File: src/rtl/approx_adder_error_eval.sv
`default_nettype none
// ============================================================================
// Module   : approx_adder_error_eval
// Purpose  : Exhaustive error-evaluation harness for a combinational
//            WIDTH-bit approximate adder. Sweeps every operand pair,
//            compares the adder result against the exact sum and
//            accumulates error count, max |e|, sum |e|, signed sum e and
//            the first pair that reached the maximum error.
// Ports    : clk, rst         - clock, synchronous active-high reset
//            start, en        - begin sweep (IDLE/DONE only), advance enable
//            op_a, op_b       - registered operands to the adder under test
//            approx_sum       - adder result (WIDTH+1 bits, combinational)
//            busy, done       - RUN / DONE state flags
//            err_count .. worst_b - registered error statistics
// Revision : 1.0 - initial release
// ============================================================================
module approx_adder_error_eval #(
    parameter int WIDTH = 8
) (
    input  logic                   clk,
    input  logic                   rst,
    input  logic                   start,
    input  logic                   en,
    output logic [WIDTH-1:0]       op_a,
    output logic [WIDTH-1:0]       op_b,
    input  logic [WIDTH:0]         approx_sum,
    output logic                   busy,
    output logic                   done,
    output logic [2*WIDTH:0]       err_count,
    output logic [WIDTH:0]         max_abs_err,
    output logic [3*WIDTH:0]       sum_abs_err,
    output logic signed [3*WIDTH+1:0] sum_err,
    output logic [WIDTH-1:0]       worst_a,
    output logic [WIDTH-1:0]       worst_b
);

    localparam int IW = 2 * WIDTH;

    localparam logic [1:0] S_IDLE = 2'd0;
    localparam logic [1:0] S_RUN  = 2'd1;
    localparam logic [1:0] S_DONE = 2'd2;

    logic [1:0]               r_state;
    logic [1:0]               w_state_nxt;
    logic [IW-1:0]            r_idx;
    logic [2*WIDTH:0]         r_err_count;
    logic [WIDTH:0]           r_max_abs;
    logic [3*WIDTH:0]         r_sum_abs;
    logic signed [3*WIDTH+1:0] r_sum_err;
    logic [WIDTH-1:0]         r_worst_a;
    logic [WIDTH-1:0]         r_worst_b;

    logic [WIDTH:0]           w_exact;
    logic signed [WIDTH+1:0]  w_err;
    logic [WIDTH:0]           w_abs;
    logic                     w_nz;
    logic                     w_last;
    logic                     w_clear;
    logic                     w_step;

    // Operands come straight from the pair counter: A is the major index.
    assign op_a = r_idx[IW-1:WIDTH];
    assign op_b = r_idx[WIDTH-1:0];

    assign w_exact = {1'b0, op_a} + {1'b0, op_b};
    assign w_err   = $signed({1'b0, w_exact}) - $signed({1'b0, approx_sum});

    // |e| never exceeds 2^(WIDTH+1)-1, so the low WIDTH+1 bits of the
    // two's-complement negation are the full magnitude.
    assign w_abs = w_err[WIDTH+1] ? (~w_err[WIDTH:0] + {{WIDTH{1'b0}}, 1'b1})
                                  : w_err[WIDTH:0];
    assign w_nz  = |w_err;

    assign w_last  = &r_idx;
    assign w_clear = start && ((r_state == S_IDLE) || (r_state == S_DONE));
    assign w_step  = (r_state == S_RUN) && en;

    always_ff @(posedge clk) begin
        if (rst) begin
            r_state <= S_IDLE;
        end else begin
            r_state <= w_state_nxt;
        end
    end

    always_comb begin
        w_state_nxt = r_state;
        case (r_state)
            S_IDLE, S_DONE: if (start) w_state_nxt = S_RUN;
            S_RUN:          if (en && w_last) w_state_nxt = S_DONE;
            default:        w_state_nxt = S_IDLE;
        endcase
    end

    always_ff @(posedge clk) begin
        if (rst || w_clear) begin
            r_idx       <= '0;
            r_err_count <= '0;
            r_max_abs   <= '0;
            r_sum_abs   <= '0;
            r_sum_err   <= '0;
            r_worst_a   <= '0;
            r_worst_b   <= '0;
        end else if (w_step) begin
            // Counter wraps to 0 on the last pair as the FSM enters DONE.
            r_idx       <= r_idx + {{(IW-1){1'b0}}, 1'b1};
            r_err_count <= r_err_count + {{(2*WIDTH){1'b0}}, w_nz};
            r_sum_abs   <= r_sum_abs + {{(2*WIDTH){1'b0}}, w_abs};
            r_sum_err   <= r_sum_err + {{(2*WIDTH){w_err[WIDTH+1]}}, w_err};
            // Strictly greater: ties keep the earliest pair.
            if (w_abs > r_max_abs) begin
                r_max_abs <= w_abs;
                r_worst_a <= op_a;
                r_worst_b <= op_b;
            end
        end
    end

    assign busy        = (r_state == S_RUN);
    assign done        = (r_state == S_DONE);
    assign err_count   = r_err_count;
    assign max_abs_err = r_max_abs;
    assign sum_abs_err = r_sum_abs;
    assign sum_err     = r_sum_err;
    assign worst_a     = r_worst_a;
    assign worst_b     = r_worst_b;

endmodule
`default_nettype wire

File: config.mk
export PLATFORM = sky130hd
export DESIGN_NAME = approx_adder_error_eval
export DESIGN_NICKNAME = d
export VERILOG_FILES = /design/src/rtl/approx_adder_error_eval.sv
export SDC_FILE = /design/constraint.sdc
export NUM_CORES = 1
export LEC_CHECK = 0
export BUFFER_PORTS_ARGS = -buffer_cell sky130_fd_sc_hd__buf_2
export CAP_MARGIN = 0
export CORE_UTILIZATION = 63
export CTS_BUF_LIST = sky130_fd_sc_hd__clkbuf_2
export DETAILED_ROUTE_END_ITERATION = 10
export PLACE_DENSITY = 0.93
export SLEW_MARGIN = 5
export SYNTH_ARGS = -nofsm -noshare
export SYNTH_HDL_FRONTEND = slang
export SYNTH_SLANG_ARGS = --single-unit
export TNS_END_PERCENT = 30
File: constraint.sdc
create_clock -name clk -period 8.1 [get_ports clk]
set_input_delay 0.405 -clock clk [delete_from_list [all_inputs] [get_ports clk]]
set_output_delay 0.405 -clock clk [all_outputs]
set_load 0.02 [all_outputs]
Word-level counts from Yosys, hierarchy flattened:

Index checks and enable logic that the tools add are counted.
Widths: inputs -> output; s select.

* add/subtract/negate cells: 7
* bitwise operators: 1
* magnitude comparators: 1
* reductions and logical operators: 11
* eq/ne operators: 4
* mux-type cells: 4

Operators with widths (count)
* $add 26x26->26: 1
* $add 25x9->25: 1
* $add 17x1->17: 1
* $add 16x1->16 const B: 1
* $reduce_and 16->1: 1
* $reduce_or 10->1: 1
* $sub 9x9->10: 1
* $add 8x8->9: 1
* $add 9x1->9 const B: 1
* $gt 9x9->1: 1
* $mux 9: 1
* $not 9->9: 1
* $mux 2: 2
* $pmux 2 s2: 1
* $reduce_and 2->1: 2
* $logic_and 1x1->1: 3
* $eq 2x1->1 const B: 1
* $eq 2x2->1 const B: 1
* $logic_not 2->1: 1
* $logic_or 1x1->1: 2
* $ne 2x1->1 const B: 1
* $ne 2x2->1 const B: 1
* $reduce_or 2->1: 1

* flip-flop bits (word level): 111
* input port bits: 13
* logic and storage cells: 36

Logic depth before layout (Yosys ltp):

* depth after elaboration: 7
* gate-level depth with buffers: 23
* depth with buffers taken out: 21

Worst setup path before layout:

Ideal clock, no wire load.

* kind: register to register
* start: register r_idx[3]
* end: register r_worst_b[0] (netlist: worst_b[0])
* library setup time: 0.128 ns
* data arrival time: 4.711 ns
* path slack: 3.261 ns
* clock period less this slack: 4.839 ns
* cell stages (with the launch flop): 24
* cells stage by stage: dfxtp_1 inv_1 fa_1 inv_1 ha_1 and2_1 a32o_1 o41a_4 a31o_4 clkinv_4 nor2_1 a21oi_1 inv_1 ha_1 nor2b_1 o21a_1 o21a_1 o21ai_0 a21o_1 a21oi_1 buf_4 buf_2 mux2i_1 nor2_1

RTL lines
* start: declaration: RTL line 45 `logic [IW-1:0] r_idx;`
* start signal: assignment: RTL line 106 `r_idx <= r_idx + {{(IW-1){1'b0}}, 1'b1};`
* $add 8x8->9: RTL line 65 `assign w_exact = {1'b0, op_a} + {1'b0, op_b};`
* $sub 9x9->10: RTL line 66 `assign w_err = $signed({1'b0, w_exact}) - $signed({1'b0, approx_sum});`
* $mux 9: RTL line 70 `assign w_abs = w_err[WIDTH+1] ? (~w_err[WIDTH:0] + {{WIDTH{1'b0}}, 1'b1})`
* named net w_abs[1]: RTL line 55 `logic [WIDTH:0] w_abs;`
* $gt 9x9->1: RTL line 111 `if (w_abs > r_max_abs) begin`
* $reduce_and 2->1 (no line)
* end signal: assignment: RTL line 114 `r_worst_b <= op_b;`
* end: declaration: RTL line 51 `logic [WIDTH-1:0] r_worst_b;`

The timed path passes the listed nets, and every way through them passes these cells.
A chain may end at the register's enable or synchronous reset.

Final worst setup path:

* start: register r_idx[3]
* end: register r_worst_b[4] (netlist: worst_b[4])

Same word-level chain as after synthesis.

==> metrics.txt <==
status=finished, final reports clean; synth warn=0; Max Cap Violations=0; setup_tns=0 ps; Fillers=800; clock slew at reported path FFs=310 ps; final setup fails=0; Pwr Total=roughly 1.2 mW; crit start category=register; via/cell ratio=about 5.7; core box area=roughly 0.011 mm²; syn_nets=approximately 930; Period Utilization, post-route=slightly below 70%; RSZ-0062 raised after global routing=false; power per cell area=approximately 150 mW/mm²; sequential-to-total area share from yosys stat=between 30% and 40%; total CTS buffers=9; Synth Area per Inst=8.21 µm²; Synth cell types=60; antenna violations before repair=1; hold path depth=4; Peak Freq=180 MHz; Cell Area, Synth=a little under 0.007 mm²; Initial Util=approximately two thirds; ys async rst share=0%; Residual DRC=0; Crit path top cell by count=inv_1; clk_lat worst skew=around 650 ps; post-CTS setup buffers=0; CP cell instances=inv_1 > fa_1 > inv_1 > ha_1 > and2_1 > a32o_1 > o41a_4 > a31o_4 > clkinv_4 > nor2_1 > a21oi_1 > inv_1 > ha_1 > nor2b_1 > o21a_1 > o21a_1 > o21ai_0 > a21o_1 > a21oi_4 > mux2i_1 > nor2_1; fraction of layout instances using a drive strength above 1=between 10% and 20%; Worst Setup End Kind=register; Static Leakage=about 3.5 nW; R2R cell count=21; first-pass GRT wire length=around 27 mm; max_slew headroom=approximately a quarter; total die area=between 0.01 and 0.015 mm²; EDFF count, synth=0; die height=about 110 µm; number of global-route vias before repair=just under 6000; post_cts resized=0; Hold Vio Cnt, Final=0; H-tree Lvls=3; worst hold path class=in2reg; total track usage=about 30%; nets=between 1000 and 1500; Setup Skew=57.3 ps; CP max stage cell=a21oi_4; deepest clock path buffer count=2; Synth Register Bits=around 110; TritonCTS clock tree=yes; RePlAce Congestion=between 0.9 and 1; Slew Viols, Final=0; Peak VDD IR=approximately 0.13 mV; CTS Hold Bufs=1; WS Path Type=reg2reg; Total Wirelength=16.3 mm; num ports=124; Clock Sinks=around 110; Antenna Nets Post-Route=0; drt pass-1 iters=5; Die X=107 µm; post-place setup slack=~2600 ps; WL/cell=14.9 µm; pin count of the biggest net entering global routing=69; detailed-placement wirelength estimate=between 10 and 15 mm; DRT iter0 DRCs=approximately 400; Critical Path RT=approximately 8700 ps; port bufs=between 100 and 150; Layout area overhead=12.9%; Least-Margin Pin Slew=1140 ps; grt ovf=0; vias post-DR=approximately 6200; clk root buf=clkbuf_2; Top FF cell, synth=dfxtp_1; CP Data Arrival Time=6120 ps; Max stage delay on crit path=890 ps; Post-Synthesis Cells=between 800 and 900; min Tclk post-route=~5600 ps; Worst Path Max Fanout=27; Min Hold Slack=between 50 and 60 ps; setup ws final=2530 ps; # rows=37
metrics by stage:
| step | cell area (µm²) | util [%] | std cells |
|---|---|---|---|
| 2_1_floorplan | 6930 | - | 844 |
| 3_3_place_gp | 7650 | 72.8 | 1079 |
| 3_5_place_dp | 7650 | 72.8 | 1079 |
| 4_1_cts | 7820 | 74.4 | 1096 |
| 5_1_grt | 7820 | 74.4 | 1097 |
| 6_report | 7820 | 74.4 | 1097 |
final cells by class:
class	count	area, µm²	area share [%]
multi-input cells	644	4380	56.0
flip-flops and latches	111	2220	28.4
repair buffers	127	648	8.29
inverters	62	238	3.04
well taps	136	170	2.18
clock inverters	7	116	1.49
clock buffers	9	45.0	0.576
diodes	1	2.50	0.0320
path summary, 6_finish.rpt:
kind	startpoint	endpoint	slack (ps)
max	r_idx[3]	worst_b[4]	2530
min reg2reg	sum_err[0]	sum_err[0]	490
max reg2reg	r_idx[3]	worst_b[4]	2530
min	start	r_state[1]	50
logic make-up after synthesis:
family,synth area share [%]
AO/OA/AOI/OAI,16.3
flip-flops,32.1
adder cells (fa/ha/maj),13.4
buffers and inverters,5.00
multiplexers,3.61
AND/OR/NAND/NOR,20.1
XOR/XNOR,9.59
power breakdown:
group | switching (mW) | total [mW] | internal (mW)
Clock | 0.190 | 0.323 | 0.134
Sequential | 0.0103 | 0.570 | 0.560
Combinational | 0.167 | 0.277 | 0.110
Total | 0.367 | 1.17 | 0.804
registers in the layout, indices dropped and copies added, names as in the netlist:
name,count
r_state,2
worst_b,8
max_abs_err,9
sum_err,26
r_idx,16
sum_abs_err,25
err_count,17
worst_a,8
critical path, delay by kind of cell, from the launching register on:
family	cells	cell delay, ps
compound gates	9	2630
fa+ha+maj	3	1200
buf+inv	4	440
flops	1	470
mux	1	310
simple gates	4	420
Yosys cell counts (11+ instances only):
| cell | n | share of area, % |
|---|---|---|
| mux2i_1 | 25 | 3.6 |
| a21o_1 | 18 | 2.0 |
| xnor2_1 | 55 | 7.0 |
| nor2_1 | 98 | 5.3 |
| ha_1 | 58 | 10 |
| dfxtp_1 | 111 | 32 |
| o21ai_0 | 27 | 2.0 |
| clkbuf_1 | 19 | 1.0 |
| and3_1 | 11 | 0.99 |
| a21oi_1 | 65 | 4.7 |
| nand3_1 | 32 | 2.3 |
| inv_1 | 61 | 3.3 |
| nor3_1 | 13 | 0.94 |
| nand2_1 | 90 | 4.9 |
| nand2b_1 | 11 | 0.99 |
| xor2_1 | 19 | 2.4 |
layer usage:
metal / global-route usage, % / up-vias / share of wire (%)
met2: 47.1 / 200 / 45
met4: 10.2 / 0 / 1.7
met5: 0 / - / 0
met1: 39.3 / 2909 / 46
li1: - / 3118 / -
met3: 6.75 / 22 / 6.9
placed cells by master, fill, tap and decap left out, drive strengths merged, types with 11 or more instances in the layout:
| cell | instances |
|---|---|
| and3 | 11 |
| buf | 126 |
| xnor2 | 55 |
| nand2 | 90 |
| xor2 | 20 |
| nand2b | 11 |
| inv | 63 |
| a211oi | 11 |
| a21o | 18 |
| nor2 | 98 |
| o21ai | 31 |
| nand3 | 32 |
| dfxtp | 111 |
| mux2i | 25 |
| ha | 58 |
| a21oi | 66 |
| nor3 | 13 |
(Power assumes the default switching activity.)
